`src/rtl/product_register.sv`:
```
// Running-product register for a 32x32 shift-add multiplier: {carry, upper sum, multiplier}.
// Optional macro PRODUCT_CARRY_EN keeps the ALU carry as a 65th bit that feeds bit 63 on shifts.
module product_register #(
  parameter int DATA_W = 32
) (
  input  logic                  clk,
  input  logic                  reset,
  input  logic                  srl_ctrl,
  input  logic                  w_ctrl,
  input  logic                  ready,
  input  logic                  ALU_Carry,
  input  logic [DATA_W-1:0]     ALU_result,
  input  logic [DATA_W-1:0]     Multiplier_in,
  output logic [2*DATA_W-1:0]   Product_out
);

  logic [2*DATA_W-1:0] p_q, p_d;
  logic                shift_fill;  // bit entering the MSB on a plain right shift
  logic                write_fill;  // bit entering the MSB on a combined write+shift

`ifdef PRODUCT_CARRY_EN
  logic c_q, c_d;

  assign shift_fill = c_q;
  assign write_fill = ALU_Carry;
`else
  logic unused_carry;

  assign unused_carry = ALU_Carry;
  assign shift_fill   = 1'b0;
  assign write_fill   = 1'b0;
`endif

  always_comb begin
    p_d = p_q;
`ifdef PRODUCT_CARRY_EN
    c_d = c_q;
`endif
    if (ready) begin
      p_d = p_q;
    end else if (w_ctrl && srl_ctrl) begin
      p_d = {write_fill, ALU_result, p_q[DATA_W-1:1]};
`ifdef PRODUCT_CARRY_EN
      c_d = 1'b0;
`endif
    end else if (w_ctrl) begin
      p_d = {ALU_result, p_q[DATA_W-1:0]};
`ifdef PRODUCT_CARRY_EN
      c_d = ALU_Carry;
`endif
    end else if (srl_ctrl) begin
      p_d = {shift_fill, p_q[2*DATA_W-1:1]};
`ifdef PRODUCT_CARRY_EN
      c_d = 1'b0;
`endif
    end
  end

  // Reset doubles as the multiplier load and aborts any run in progress.
  always_ff @(posedge clk) begin
    if (!reset) begin
      p_q <= {{DATA_W{1'b0}}, Multiplier_in};
`ifdef PRODUCT_CARRY_EN
      c_q <= 1'b0;
`endif
    end else begin
      p_q <= p_d;
`ifdef PRODUCT_CARRY_EN
      c_q <= c_d;
`endif
    end
  end

  assign Product_out = p_q;

endmodule

```
`config.mk`:
```
export PLATFORM = sky130hd
export DESIGN_NAME = product_register
export DESIGN_NICKNAME = d
export VERILOG_FILES = /design/src/rtl/product_register.sv
export SDC_FILE = /design/constraint.sdc
export NUM_CORES = 1
export LEC_CHECK = 0
export ABC_AREA = 1
export BUFFER_PORTS_ARGS = -buffer_cell sky130_fd_sc_hd__buf_4
export CAP_MARGIN = 20
export CORE_MARGIN = 3
export CORE_UTILIZATION = 45
export CTS_CLUSTER_DIAMETER = 50
export CTS_CLUSTER_SIZE = 24
export DETAILED_ROUTE_END_ITERATION = 16
export PLACE_DENSITY = 0.75
export SLEW_MARGIN = 20
export SYNTH_ARGS = -nofsm -noshare
export SYNTH_HDL_FRONTEND = slang
export SYNTH_SLANG_ARGS = --single-unit
```
`constraint.sdc`:
```
create_clock -name clk -period 8.35 [get_ports clk]
set_clock_uncertainty 0.05 [all_clocks]
set_input_delay 0.4175 -clock clk [delete_from_list [all_inputs] [get_ports clk]]
set_output_delay 0.4175 -clock clk [all_outputs]
set_load 0.005 [all_outputs]
```
* After elaboration in Yosys (flattened, before gate mapping)
Cells that the tools add are included.
** Storage, ports and cells
- Bits in registers :: 64
- Output and inout port bits :: 64
- Logic and storage cells :: 15
** Cells by class
- Equality and inequality tests :: 3
- Muxes and demuxes :: 5
- Bitwise logic cells :: 1
- Reduce and logical (&&, ||, !) cells :: 4
** Operators by type and width (number)
- 64-bit 2-to-1 mux :: 3
- 32-bit 2-to-1 mux :: 2
- 3-bit by 1-bit inequality test with 1-bit output (second input constant) :: 1
- 3-bit by 2-bit inequality test with 1-bit output (second input constant) :: 1
- 3-bit AND reduction :: 1
- 3-bit nonzero test :: 1
- 2-bit inequality test (second input constant) :: 1
- 2-bit AND reduction :: 1
- 1-bit logical AND :: 1
- 1-bit NOT :: 1

* Depth between registers and ports, before layout
- Depth after elaboration :: 5
- Depth in mapped cells :: 8
- Gate-level depth less buffers :: 6

* Worst setup path after synthesis
No wires, ideal clock.
- Kind :: in2reg
- Start point :: input srl_ctrl
- End point :: register p_q[0] (netlist: Product_out[0]) (enable)
- Setup time :: 0.466 ns
- Arrival time :: 3.061 ns
- Required time :: 7.834 ns
- Slack :: 4.773 ns
- Stages :: 4
- Path through :: buf_4 -> inv_2 -> buf_2 -> o21ai_0
** On the way
- Cells in the longest elaborated chain, start to end :: 3
- Elaborated cells on any way between the ends :: 4
** Ends and longest elaborated chain
- start: declaration :: RTL line 8 : input logic srl_ctrl,
- 1-bit logical AND :: RTL line 41 : end else if (w_ctrl && srl_ctrl) begin
- 3-bit by 2-bit inequality test with 1-bit output (no line) / 3-bit by 1-bit inequality test with 1-bit output (equally long branches)
- 3-bit AND reduction (no line) (*)
- end signal: assignment :: RTL line 62 : p_q <= {{DATA_W{1'b0}}, Multiplier_in};
- end signal: assignment :: RTL line 67 : p_q <= p_d;
- end: declaration :: RTL line 17 : logic [2*DATA_W-1:0] p_q, p_d;
Mark *: on every way between the ends. The rest lies on a longest branch, timed or not.
A chain may end at the register's enable or synchronous reset.

* Final worst setup path
- Start point :: input w_ctrl
- End point :: register p_q[43] (netlist: Product_out[43])
** On the way
- Cells in the longest elaborated chain, start to end :: 3
- Elaborated cells on any way between the ends :: 5
** Ends and longest elaborated chain
- start: declaration :: RTL line 9 : input logic w_ctrl,
- 1-bit logical AND :: RTL line 41
- 3-bit nonzero test (no line)
- 2-bit AND reduction (no line)
Several ways; a longest one is shown, not always the timed one. The select of a mux whose other input is x is not followed.

==> results.cfg <==
[floorplanning]
ioPinCount = 134
start_util = 0.4767
die_x_microns = 95.05
dieArea_sq_um = 9035
placementRows = 31
floorplan.die.height_microns = 95.05
coreArea_sq_um = 7486

[setup_path]
crit_path_start_kind = input port
required_ns = 8.57
r2r_slack_ns = 7.42
crit_buf_inv = 2
cp.arrival_ns = 2.33
critPathSlowestCell = buf_4
critical_path.max_stage_delay_ns = 0.49
endpoint_kind = flip-flop
critPathKind = in2reg
crit_family = simple AND/OR/NAND/NOR gates
crit_fanout = 64
crit_chain = buf_4, inv_4, nand2_4, nand2_4, nand2_1, nand2_1, nor2_1

[synth]
synthAdderAreaFrac = 0
syn_avg_cell_area_sq_um = 6.823
synthDistinctLibCells = 18
ys_seq_area_frac = 0.4488
synth_xor_area_frac = 0
synth_simple_gate_area_share = 0.4050
syn-num-nets = 593
syn_area_sq_um = 3568
synth_cells = 523
synthMuxAreaShare = 0
synth_compound_area_frac = 0.04909
synth_warnings = 0
ys_seq_elements = 64
synth_top_family_by_area = simple AND/OR/NAND/NOR gates

[global_routing]
grt-ovfl-total = 0
first_global_vias = 3262
grt_max_degree = 66
antenna_found_initial = 0
groute.usage.overall = 0.2205
grt_pass1_wl_microns = 15650

[placed_design]
post-place-cells = 716
dpl.hpwl_microns = 6230
gp_congestion = 0.7577
pre_cts_ws_ns = 5.619
port_buffers = 132
placed_area_sq_um = 4486

[sta]
slew_headroom = 0.3431
hold_ws_ns = 0.3069
period_share = 0.2528
rsz0062_at_grt = false
tns_ns = 0
finalHoldViolCount = 0
timing.final.crit_period_ns = 2.111
postLayoutSetupSlackWorst_ns = 6.239
setup_violations = 0
fmax_mhz = 473.7
slew_viol_final = 0
worst_pin_slew_ns = 0.9843

[clocking]
cts_buffers = 9
clk_latency_ns = 0.34
post_cts.repair.setup_buffers = 0
path_clk_slew_ns = 0.07
clockBufferDepth = 2
tritoncts = yes
cts_max_level = 3
cts_resized = 0
cts.sinks = 64
ctsHoldBuffers = 0
cts_root_buffer = clkbuf_8

[cells_and_area]
regArea_sq_um = 1602
final_util = 0.6251
final_cells = 732
drive_gt1_frac = 0.2417
nNetsFinal = 698
antenna_cells = 0
final_cell_mix = nand2_1 (188), buf_4 (133), nand3_1 (94)
syn_to_final_growth_pct = 31.14
n_fill_cell = 695
multiInputGateArea_sq_um = 1629
fin_area_sq_um = 4679
largest_reg_flops = 64
final_common_cell = nand2_1

[routing]
vias_per_cell = 5.012
vias = 3669
drt_iter0_drc = 255
detail-route-antenna-nets = 0
wl_microns = 9737
drcViolationCount = 0
routedWlPerCell_microns = 13.30
dr.pass1.iters = 5

[power]
p_leak_nw = 2.338
power_density_nw_per_um2 = 172.5
ir_drop_mv = 0.1090
p_total_uw = 807.4

[status]
status = completed

[flow_run]
cap_violations = 0

[hold_path]
min_path_type = in2reg
## routing by layer
metal,global-route usage,routed length (microns),share of wire,vias to the layer above
met5,0,0,0,-
met4,0.07452,181,0.019,0
met3,0.07182,982,0.10,17
met2,0.3564,4431,0.46,152
met1,0.2783,4141,0.43,1629
li1,-,-,-,1871
## cells by family (layout without fill, tap and decap cells)
group,after synthesis,in the layout
simple gates,349,349
compound gates,35,35
flops,64,64
buf+inv,75,185
## layout make-up
cell class	instances	share of cell area
clock buffer	12	0.03102
clock inverter	4	0.009358
inverter	36	0.02941
multi-input combinational	384	0.3481
sequential	64	0.3422
tap	99	0.02647
timing repair buffer	133	0.2134
## worst paths after layout
| check | start | end | cells past startpoint |
|---|---|---|---|
| worst max-delay path | w_ctrl | Product_out[43] | 7 |
| worst max register to register | Product_out[19] | Product_out[18] | 2 |
| worst min register to register | Product_out[63] | Product_out[63] | 2 |
| worst min-delay path | Multiplier_in[28] | Product_out[28] | 3 |
## Yosys cell counts, drive strengths merged
| master | number | area [sq um] |
|---|---|---|
| a21oi | 3 | 15.01 |
| edfxtp | 32 | 960.9 |
| nand3 | 94 | 470.5 |
| o21ai | 32 | 160.1 |
| dfxtp | 32 | 640.6 |
| clkbuf | 7 | 26.28 |
| nor2 | 65 | 246.5 |
| inv | 36 | 137.6 |
| nand2 | 190 | 728.2 |
| buf | 32 | 182.7 |
## worst register-to-register path, stage by stage (launching register included)
cell	delay [ns]
edfxtp_1	0.40
nand2_1	0.08
o21ai_0	0.12
## power breakdown
group          total (mW)  leakage (nW)  internal (mW)  switching [mW]
registers           0.379         0.594          0.361          0.0176
clock network       0.262        0.0978          0.144           0.118
logic               0.166          1.65         0.0804          0.0856
No activity file was read; power rests on OpenSTA's default activity.
